==> src/rtl/pdm_in_arbiter_if.sv <==
// Requester-side bundle of pdm_in_arbiter: request, length, FWFT data, pop,
// done and resp_err. The sources drive the master side, the arbiter the slave.
//   req      : per-source request, held until that source's done pulse
//   req_len  : per-source packet length, LEN_W bits per source
//   req_data : per-source FWFT queue head, DATA_W bits per source
//   req_pop  : one-hot pop back to the granted source
//   done     : one-cycle completion pulse to the granted source
//   resp_err : valid with done, 1 = packet dropped or aborted
interface pdm_in_arbiter_if #(
   parameter int NUM_REQ = 4,
   parameter int DATA_W  = 8,
   parameter int LEN_W   = 6
) ();
   logic [NUM_REQ-1:0]        req;
   logic [NUM_REQ*LEN_W-1:0]  req_len;
   logic [NUM_REQ*DATA_W-1:0] req_data;
   logic [NUM_REQ-1:0]        req_pop;
   logic [NUM_REQ-1:0]        done;
   logic                      resp_err;

   modport master (
      output req, req_len, req_data,
      input  req_pop, done, resp_err
   );

   modport slave (
      input  req, req_len, req_data,
      output req_pop, done, resp_err
   );
endinterface

==> src/rtl/pdm_in_arbiter.sv <==
// Round-robin arbiter/sequencer sharing the PDM core input port
// (data_in / bnd_plse / ack) between NUM_REQ packet sources.
// Ports:
//   clk, reset : rising-edge clock, synchronous active-high reset
//   host       : requester bundle (pdm_in_arbiter_if.slave)
//   data_in    : registered byte to the core
//   bnd_plse   : registered start-of-packet pulse, with the first byte
//   ack        : core packet-accept strobe, sampled in WAIT_ACK only
//   gnt        : index of the current/last grant
//   busy       : high in any state except IDLE
//   err_len    : sticky, illegal length seen
//   err_tmo    : sticky, ack timeout seen
// Build option: define PDM_ARB_TIMEOUT_EN to abort a packet after
// ACK_TIMEOUT WAIT_ACK cycles without ack; otherwise err_tmo is tied 0.
module pdm_in_arbiter #(
   parameter int NUM_REQ     = 4,
   parameter int DATA_W      = 8,
   parameter int MAX_LEN     = 32,
   parameter int ACK_TIMEOUT = 64,
   localparam int LEN_W      = $clog2(MAX_LEN + 1),
   localparam int GW         = $clog2(NUM_REQ)
) (
   input  logic              clk,
   input  logic              reset,
   pdm_in_arbiter_if.slave   host,
   output logic [DATA_W-1:0] data_in,
   output logic              bnd_plse,
   input  logic              ack,
   output logic [GW-1:0]     gnt,
   output logic              busy,
   output logic              err_len,
   output logic              err_tmo
);

   typedef enum logic [1:0] {
      IDLE,
      SEND,
      WAIT_ACK,
      DROP
   } state_t;

   state_t              state_q, state_d;
   logic [GW-1:0]       ptr_q, ptr_d;
   logic [GW-1:0]       gnt_d;
   logic [GW-1:0]       sel;
   logic                found;
   int                  idx;
   logic [LEN_W-1:0]    len_q, len_d;
   logic [LEN_W-1:0]    cnt_q, cnt_d;
   logic [DATA_W-1:0]   data_d;
   logic                bnd_d;
   logic                set_len;
   logic                tmo_hit;
   logic [NUM_REQ-1:0]  pop_v;
   logic [NUM_REQ-1:0]  done_v;
   logic                rerr_v;

   logic [DATA_W-1:0]   data_a [NUM_REQ];
   logic [LEN_W-1:0]    len_a  [NUM_REQ];

   for (genvar i = 0; i < NUM_REQ; i++) begin : g_unpack
      assign data_a[i] = host.req_data[i*DATA_W +: DATA_W];
      assign len_a[i]  = host.req_len[i*LEN_W +: LEN_W];
   end

   function automatic logic [GW-1:0] wrap_inc(input logic [GW-1:0] g);
      return (g == GW'(NUM_REQ - 1)) ? '0 : g + 1'b1;
   endfunction

   // First requester at or above the pointer, wrapping around.
   always_comb begin
      found = 1'b0;
      sel   = '0;
      idx   = 0;
      for (int i = 0; i < NUM_REQ; i++) begin
         idx = (int'(ptr_q) + i) % NUM_REQ;
         if (!found && host.req[GW'(idx)]) begin
            found = 1'b1;
            sel   = GW'(idx);
         end
      end
   end

`ifdef PDM_ARB_TIMEOUT_EN
   localparam int TW = $clog2(ACK_TIMEOUT + 1);

   logic [TW-1:0] tmo_q, tmo_d;
   logic          err_tmo_q;

   // Zero outside WAIT_ACK, so it starts clean on every entry.
   always_comb begin
      tmo_d = '0;
      if (state_q == WAIT_ACK)
         tmo_d = tmo_q + TW'(!ack);
   end

   // Last allowed cycle; an ack in this same cycle still wins.
   assign tmo_hit = (state_q == WAIT_ACK) && !ack &&
                    (tmo_q == TW'(ACK_TIMEOUT - 1));

   always_ff @(posedge clk) begin
      if (reset) begin
         tmo_q     <= '0;
         err_tmo_q <= 1'b0;
      end else begin
         tmo_q     <= tmo_d;
         err_tmo_q <= err_tmo_q | tmo_hit;
      end
   end

   assign err_tmo = err_tmo_q;
`else
   assign tmo_hit = 1'b0;
   assign err_tmo = 1'b0;
`endif

   always_comb begin
      state_d = state_q;
      ptr_d   = ptr_q;
      gnt_d   = gnt;
      len_d   = len_q;
      cnt_d   = cnt_q;
      data_d  = '0;
      bnd_d   = 1'b0;
      set_len = 1'b0;
      pop_v   = '0;
      done_v  = '0;
      rerr_v  = 1'b0;
      unique case (state_q)
         IDLE: begin
            if (found) begin
               gnt_d = sel;
               len_d = len_a[sel];
               cnt_d = '0;
               if (len_a[sel] == '0 ||
                   len_a[sel] > LEN_W'(MAX_LEN))
                  state_d = DROP;
               else
                  state_d = SEND;
            end
         end
         SEND: begin
            pop_v[gnt] = 1'b1;
            data_d     = data_a[gnt];
            bnd_d      = (cnt_q == '0);
            cnt_d      = cnt_q + 1'b1;
            if (cnt_q == len_q - 1'b1)
               state_d = WAIT_ACK;
         end
         WAIT_ACK: begin
            if (ack || tmo_hit) begin
               done_v[gnt] = 1'b1;
               rerr_v      = !ack;
               ptr_d       = wrap_inc(gnt);
               state_d     = IDLE;
            end
         end
         DROP: begin
            done_v[gnt] = 1'b1;
            rerr_v      = 1'b1;
            set_len     = 1'b1;
            ptr_d       = wrap_inc(gnt);
            state_d     = IDLE;
         end
         default: state_d = IDLE;
      endcase
   end

   always_ff @(posedge clk) begin
      if (reset) begin
         state_q  <= IDLE;
         ptr_q    <= '0;
         gnt      <= '0;
         len_q    <= '0;
         cnt_q    <= '0;
         data_in  <= '0;
         bnd_plse <= 1'b0;
         err_len  <= 1'b0;
      end else begin
         state_q  <= state_d;
         ptr_q    <= ptr_d;
         gnt      <= gnt_d;
         len_q    <= len_d;
         cnt_q    <= cnt_d;
         data_in  <= data_d;
         bnd_plse <= bnd_d;
         err_len  <= err_len | set_len;
      end
   end

   // Reset aborts at once: no pop or done escapes in the reset cycle.
   assign host.req_pop  = reset ? '0 : pop_v;
   assign host.done     = reset ? '0 : done_v;
   assign host.resp_err = !reset && rerr_v;
   assign busy          = (state_q != IDLE);

endmodule
==> src/flat_wrapper.sv <==
// flat-port wrapper written by rule: the top's interface ports become plain ports
module pdm_in_arbiter_flat 
#(
   parameter int NUM_REQ     = 4,
   parameter int DATA_W      = 8,
   parameter int MAX_LEN     = 32,
   parameter int ACK_TIMEOUT = 64,
   localparam int LEN_W      = $clog2(MAX_LEN + 1),
   localparam int GW         = $clog2(NUM_REQ)
)
  (clk, reset, data_in, bnd_plse, ack, gnt, busy, err_len, err_tmo, host_req, host_req_len, host_req_data, host_req_pop, host_done, host_resp_err);
  pdm_in_arbiter_if #(.NUM_REQ(NUM_REQ), .DATA_W(DATA_W)) host_i ();
  input  logic clk;
  input  logic reset;
  output logic [DATA_W-1:0] data_in;
  output logic bnd_plse;
  input  logic ack;
  output logic [GW-1:0] gnt;
  output logic busy;
  output logic err_len;
  output logic err_tmo;
  input wire logic [$bits(host_i.req)-1:0] host_req;
  input wire logic [$bits(host_i.req_len)-1:0] host_req_len;
  input wire logic [$bits(host_i.req_data)-1:0] host_req_data;
  output wire logic [$bits(host_i.req_pop)-1:0] host_req_pop;
  output wire logic [$bits(host_i.done)-1:0] host_done;
  output wire logic [$bits(host_i.resp_err)-1:0] host_resp_err;
  assign host_i.req = host_req;
  assign host_i.req_len = host_req_len;
  assign host_i.req_data = host_req_data;
  assign host_req_pop = host_i.req_pop;
  assign host_done = host_i.done;
  assign host_resp_err = host_i.resp_err;
  pdm_in_arbiter #(.NUM_REQ(NUM_REQ), .DATA_W(DATA_W), .MAX_LEN(MAX_LEN), .ACK_TIMEOUT(ACK_TIMEOUT)) u_core (.clk(clk), .reset(reset), .host(host_i), .data_in(data_in), .bnd_plse(bnd_plse), .ack(ack), .gnt(gnt), .busy(busy), .err_len(err_len), .err_tmo(err_tmo));
endmodule
==> config.mk <==
export PLATFORM = sky130hd
export DESIGN_NAME = pdm_in_arbiter_flat
export DESIGN_NICKNAME = d
export VERILOG_FILES = /design/src/rtl/pdm_in_arbiter_if.sv /design/src/rtl/pdm_in_arbiter.sv /design/src/flat_wrapper.sv
export SDC_FILE = /design/constraint.sdc
export NUM_CORES = 1
export LEC_CHECK = 0
export BUFFER_PORTS_ARGS = -buffer_cell sky130_fd_sc_hd__buf_2
export CORE_AREA = 2 2 66 68
export DETAILED_ROUTE_END_ITERATION = 10
export DIE_AREA = 0 0 68 70
export GPL_TIMING_DRIVEN = 0
export PLACE_DENSITY = 0.8
export SLEW_MARGIN = 20
export SYNTH_ARGS = -nofsm -noshare
export SYNTH_HDL_FRONTEND = slang
export SYNTH_SLANG_ARGS = --single-unit
export TNS_END_PERCENT = 1
==> constraint.sdc <==
create_clock -name clk -period 2.9 [get_ports clk]
set_input_delay 0 -clock clk [delete_from_list [all_inputs] [get_ports clk]]
set_output_delay 0 -clock clk [all_outputs]
set_load 0.05 [all_outputs]
======== After elaboration in Yosys (flattened, before gate mapping) ========
Index checks and enable logic that the tools add are counted.
W data, S select, Z words.
word-level totals
  flip-flop bits (word level) ............. 28
  input port bits ......................... 63
  output and inout port bits .............. 23
  logic and storage cells ................. 103
cells by class
  add/sub/neg operators ................... 6
  order comparisons ....................... 9
  equality and inequality tests ........... 8
  muxes and demuxes ....................... 46
  bitwise gates (word level) .............. 4
  reductions and logical operators ........ 22
operators by type and width
  cell                   count
  $mux W2                10
  $mux W6                3
  $bmux W8 S2            1
  $lt A2 B4 Y1 const B   4
  $mux W4                4
  $mux W8                2
  $mux W1                15
  $bmux W6 S2            1
  $logic_not A6 Y1       2
  $pmux W6 S2            1
  $bmux W1 S2            4
  $pmux W2 S4            1
  $pmux W4 S2            1
  $add A6 B1 Y6 const B  1
  $eq A2 B2 Y1 const B   3
  $eq A6 B6 Y1           1
  $ge A3 B3 Y1 const B   2
  $gt A6 B6 Y1 const B   1
  $not A2 Y3             2
  $reduce_and A2 Y1      3
  $reduce_bool A2 Y1     3
  $sub A6 B1 Y6 const B  1
  $logic_and A1 B1 Y1    5
  $logic_not A1 Y1       5
  other kinds (16)       19

======== Longest topological paths before layout ========
  word-level depth ........................ 22
  depth in mapped cells ................... 9
  depth with buffers taken out ............ 9

======== Worst setup path after synthesis ========
Ideal clock, no wire load.
  kind .................................... reg2reg
  from .................................... reg u_core.ptr_q[0]
  to ...................................... reg u_core.state_q[1]
  library setup time ...................... 115 ps
  arrival time ............................ 2207 ps
  required time ........................... 2785 ps
  slack ................................... 577 ps
  cell stages (with the launch flop) ...... 10
  path buffers ............................ 1
  period minus slack after synthesis ...... 2323 ps
  cells stage by stage .................... dfxtp_1 -> and2b_1 -> nor3b_1 -> o22a_1 -> buf_4 -> a211oi_1 -> a2bb2o_4 -> or4_1 -> xor2_1 -> o21a_1
between the ends
  word-level cells in the longest chain between the ends .. 22
  elaborated cells between the ends (all ways) .. 41
  classes of those cells .................. add/sub (3); order compare (1); eq/ne (1); mux (26); bitwise (1); reduce/logical (9)
RTL lines
  what                                                                    line                   text
  from (decl)                                                             pdm_in_arbiter.sv:43   logic [GW-1:0] ptr_q, ptr_d;
  from (signal assigned)                                                  pdm_in_arbiter.sv:181  ptr_q <= ptr_d;
  parallel branches: the longest is 22 deep, another holds $add A2 B1 Y2  -
  to (signal assigned)                                                    pdm_in_arbiter.sv:180  state_q <= state_d;
  to (decl)                                                               pdm_in_arbiter.sv:42   state_t state_q, state_d;
Several ways; the timed one is not identified. The select of a mux whose other input is x is not followed.
A chain may end at the register's enable or synchronous reset.

======== Worst setup path after layout ========
Same ends and word-level chain as after synthesis.

==> results.json <==
{
  "status": "finished clean",
  "yosys_register_bits": 28,
  "cp.required_ns": 3.08,
  "cts_tree": "built",
  "holdPathEnd": "u_core.data_in[1]",
  "dp_slack_ns": 0.447,
  "clk_pin_slew_ns": 0.09,
  "post_drt_wl_per_cell_um": 12.4,
  "setup_tns_ns": 0,
  "async_flop_share_pct": 0,
  "die_h_um": 70,
  "finalCriticalPeriod_ns": 2.47,
  "clock_latency_ns": 0.27,
  "grt_pass1_wl_mm": 7.48,
  "nets": 358,
  "hold_path.class": "in2reg",
  "worstPathMaxFanout": 6,
  "finalHoldViolations": 0,
  "postCtsSetupBuffers": 0,
  "antenna_found_initial": 0,
  "first_iter_violations": 108,
  "cts_hold_buf": 0,
  "hp-start": "host_req_data[1]",
  "portBuffers": 83,
  "avgSynthCellArea_um2": 9.18,
  "tightest_slew_ns": 0.702,
  "synthesis.area_um2": 1840,
  "rsz0062_at_grt": "false",
  "max_freq_mhz": 405,
  "netlist_top_cells_area": "dfxtp_1 31%, mux4_2 9.8%, mux2i_1 6.5%",
  "rows": 24,
  "overflow": 0,
  "multiInputGateArea_um2": 1190,
  "end_kind": "register",
  "cp-start-kind": "register",
  "dr_wl_met3_um": 241,
  "worst_hold_slack_ns": 0.139,
  "holdPathStages": 3,
  "top_layer": "met4",
  "root_buffer": "clkbuf_8",
  "grt_max_degree": 15,
  "hpwl_mm": 3.43,
  "r2r_end": "u_core.state_q[1]",
  "reg2reg_setup_slack_ns": 0.43,
  "drtPass1Iterations": 4,
  "synth-edff-count": 0,
  "drc_errors": 0,
  "grtUsageTotal_pct": 19.8,
  "numCtsBuffers": 3,
  "power_leakage_nw": 1.09,
  "synthCells": 200,
  "ant_nets": 0,
  "setup_viol": 0,
  "synth_top_area_cell": "dfxtp_1",
  "synth.most_common_cell": "dfxtp_1",
  "post-route-period-util_pct": 85.1,
  "skew_ns": 0.00293,
  "worstSetupPathType": "reg2reg",
  "drive_above_1_share_pct": 36.4,
  "fillCellCount": 387,
  "synth_fp_nets": 270,
  "clockBufferDepth": 2,
  "grt_pass1_vias": 1740,
  "diodes": 0,
  "ys_seq_area_share_pct": 30.5,
  "route.met2.wl_mm": 2.01,
  "vias": 1764,
  "synth_top_cells_by_count": "28 x dfxtp_1, 18 x nor2_1, 16 x and2_1",
  "synth_top_cell_area_share_pct": 30.5,
  "maxSlewViolCount": 0,
  "area_delta_synth_final_pct": 28.4,
  "reg2regPathDepth": 8,
  "crit_arrival_ns": 2.64,
  "wl_mm": 4.20,
  "fin_ws_ns": 0.432,
  "die-area_um2": 4760,
  "r2r_start": "u_core.ptr_q[0]",
  "core_um2": 4140,
  "wl_met1_mm": 1.88,
  "drv_cap": 0,
  "initial_core_util_pct": 44.3,
  "fp.dieW_um": 68,
  "p_per_area_nw_per_um2": 448,
  "ioPinCount": 86,
  "htree_levels": 1,
  "via_per_inst": 5.22,
  "ir_drop_mv": 0.189,
  "numClockSinks": 28,
  "ys_warn_count": 0,
  "gp_congestion": 0.789,
  "relSlewSlack_pct": 53.2,
  "postCtsResizedCells": 0,
  "synth.distinct_cells": 43,
  "synthFlopType": "dfxtp_1",
  "seqCellArea_um2": 561
}
## worst max-delay path, stage by stage, from the launching register on
cell	delay [ns]
dfxtp_1	0.40
and2b_1	0.24
a211oi_4	0.33
nor3b_1	0.10
a211oi_1	0.31
a2bb2o_4	0.25
or4_1	0.41
xor2_1	0.18
o21a_1	0.16
## how the worst max path moves through the flow
stage	to	start	slack [ns]	cells past startpoint
after global routing	u_core.state_q[1]	u_core.ptr_q[0]	0.25	8
after global placement	u_core.state_q[1]	u_core.ptr_q[0]	0.44	9
after CTS	u_core.state_q[1]	u_core.ptr_q[0]	0.42	9
final	u_core.state_q[1]	u_core.ptr_q[0]	0.43	8
after detailed placement	u_core.state_q[1]	u_core.ptr_q[0]	0.45	9
after floorplan	u_core.state_q[1]	u_core.ptr_q[0]	0.58	9
## per-layer routing
metal  vias up  track usage, %
li1        876               -
met1       819            26.6
met2        62            31.2
met3         7            3.54
met4         0            7.78
met5         -               0
## through the flow
step,instance area (µm²),total power [W],utilization [%],cells
after floorplan,1840,0.000751,-,200
after global placement,2320,0.000849,55.9,335
after detailed placement,2320,0.000858,55.9,335
after CTS,2360,0.00106,56.9,338
after global routing,2360,0.00113,56.9,338
final,2360,0.00106,56.9,338
## cells by family (layout without fill, tap and decap cells)
kind of cell	Yosys count	after routing	share of synthesized area, %
other cells	1	1	0.204
simple gates	78	78	22.3
fa+ha+maj	7	7	4.77
flops	28	28	30.5
xor+xnor	13	13	6.20
buf+inv	20	106	4.50
mux	21	21	17.0
compound gates	32	32	14.5
## sequential cells by signal, summed over array words and instances (netlist names)
signal,cells
u_core.bnd_plse,1
u_core.cnt_q,6
u_core.data_in,8
u_core.err_len,1
u_core.gnt,2
u_core.len_q,6
u_core.ptr_q,2
u_core.state_q,2
## layout by cell type (no fill, tap or decap), types with 9 or more instances in the layout
cell type,synthesis,layout
nor3_1,9,9
nand2_1,12,12
inv_1,9,9
dfxtp_1,28,28
nor2_1,18,18
mux2i_1,12,12
and2_1,16,16
buf_2,0,83
a21oi_1,11,11
## final cells by class
cell class | instances | area share, %
Sequential cell | 28 | 23.8
Timing Repair Buffer | 83 | 17.6
Tap cell | 52 | 2.76
Multi-Input combinational cell | 152 | 50.6
Inverter | 9 | 1.43
Buffer | 11 | 2.07
Clock buffer | 3 | 1.75
## power breakdown
group	leakage (nW)	total [W]	internal [W]	switching (W)
registers	0.229	0.000442	0.000415	0.0000269
clock network	0.0216	0.000209	0.0000933	0.000116
logic	0.844	0.000407	0.000177	0.000230
Note: power is estimated with default switching activity, not from simulation.
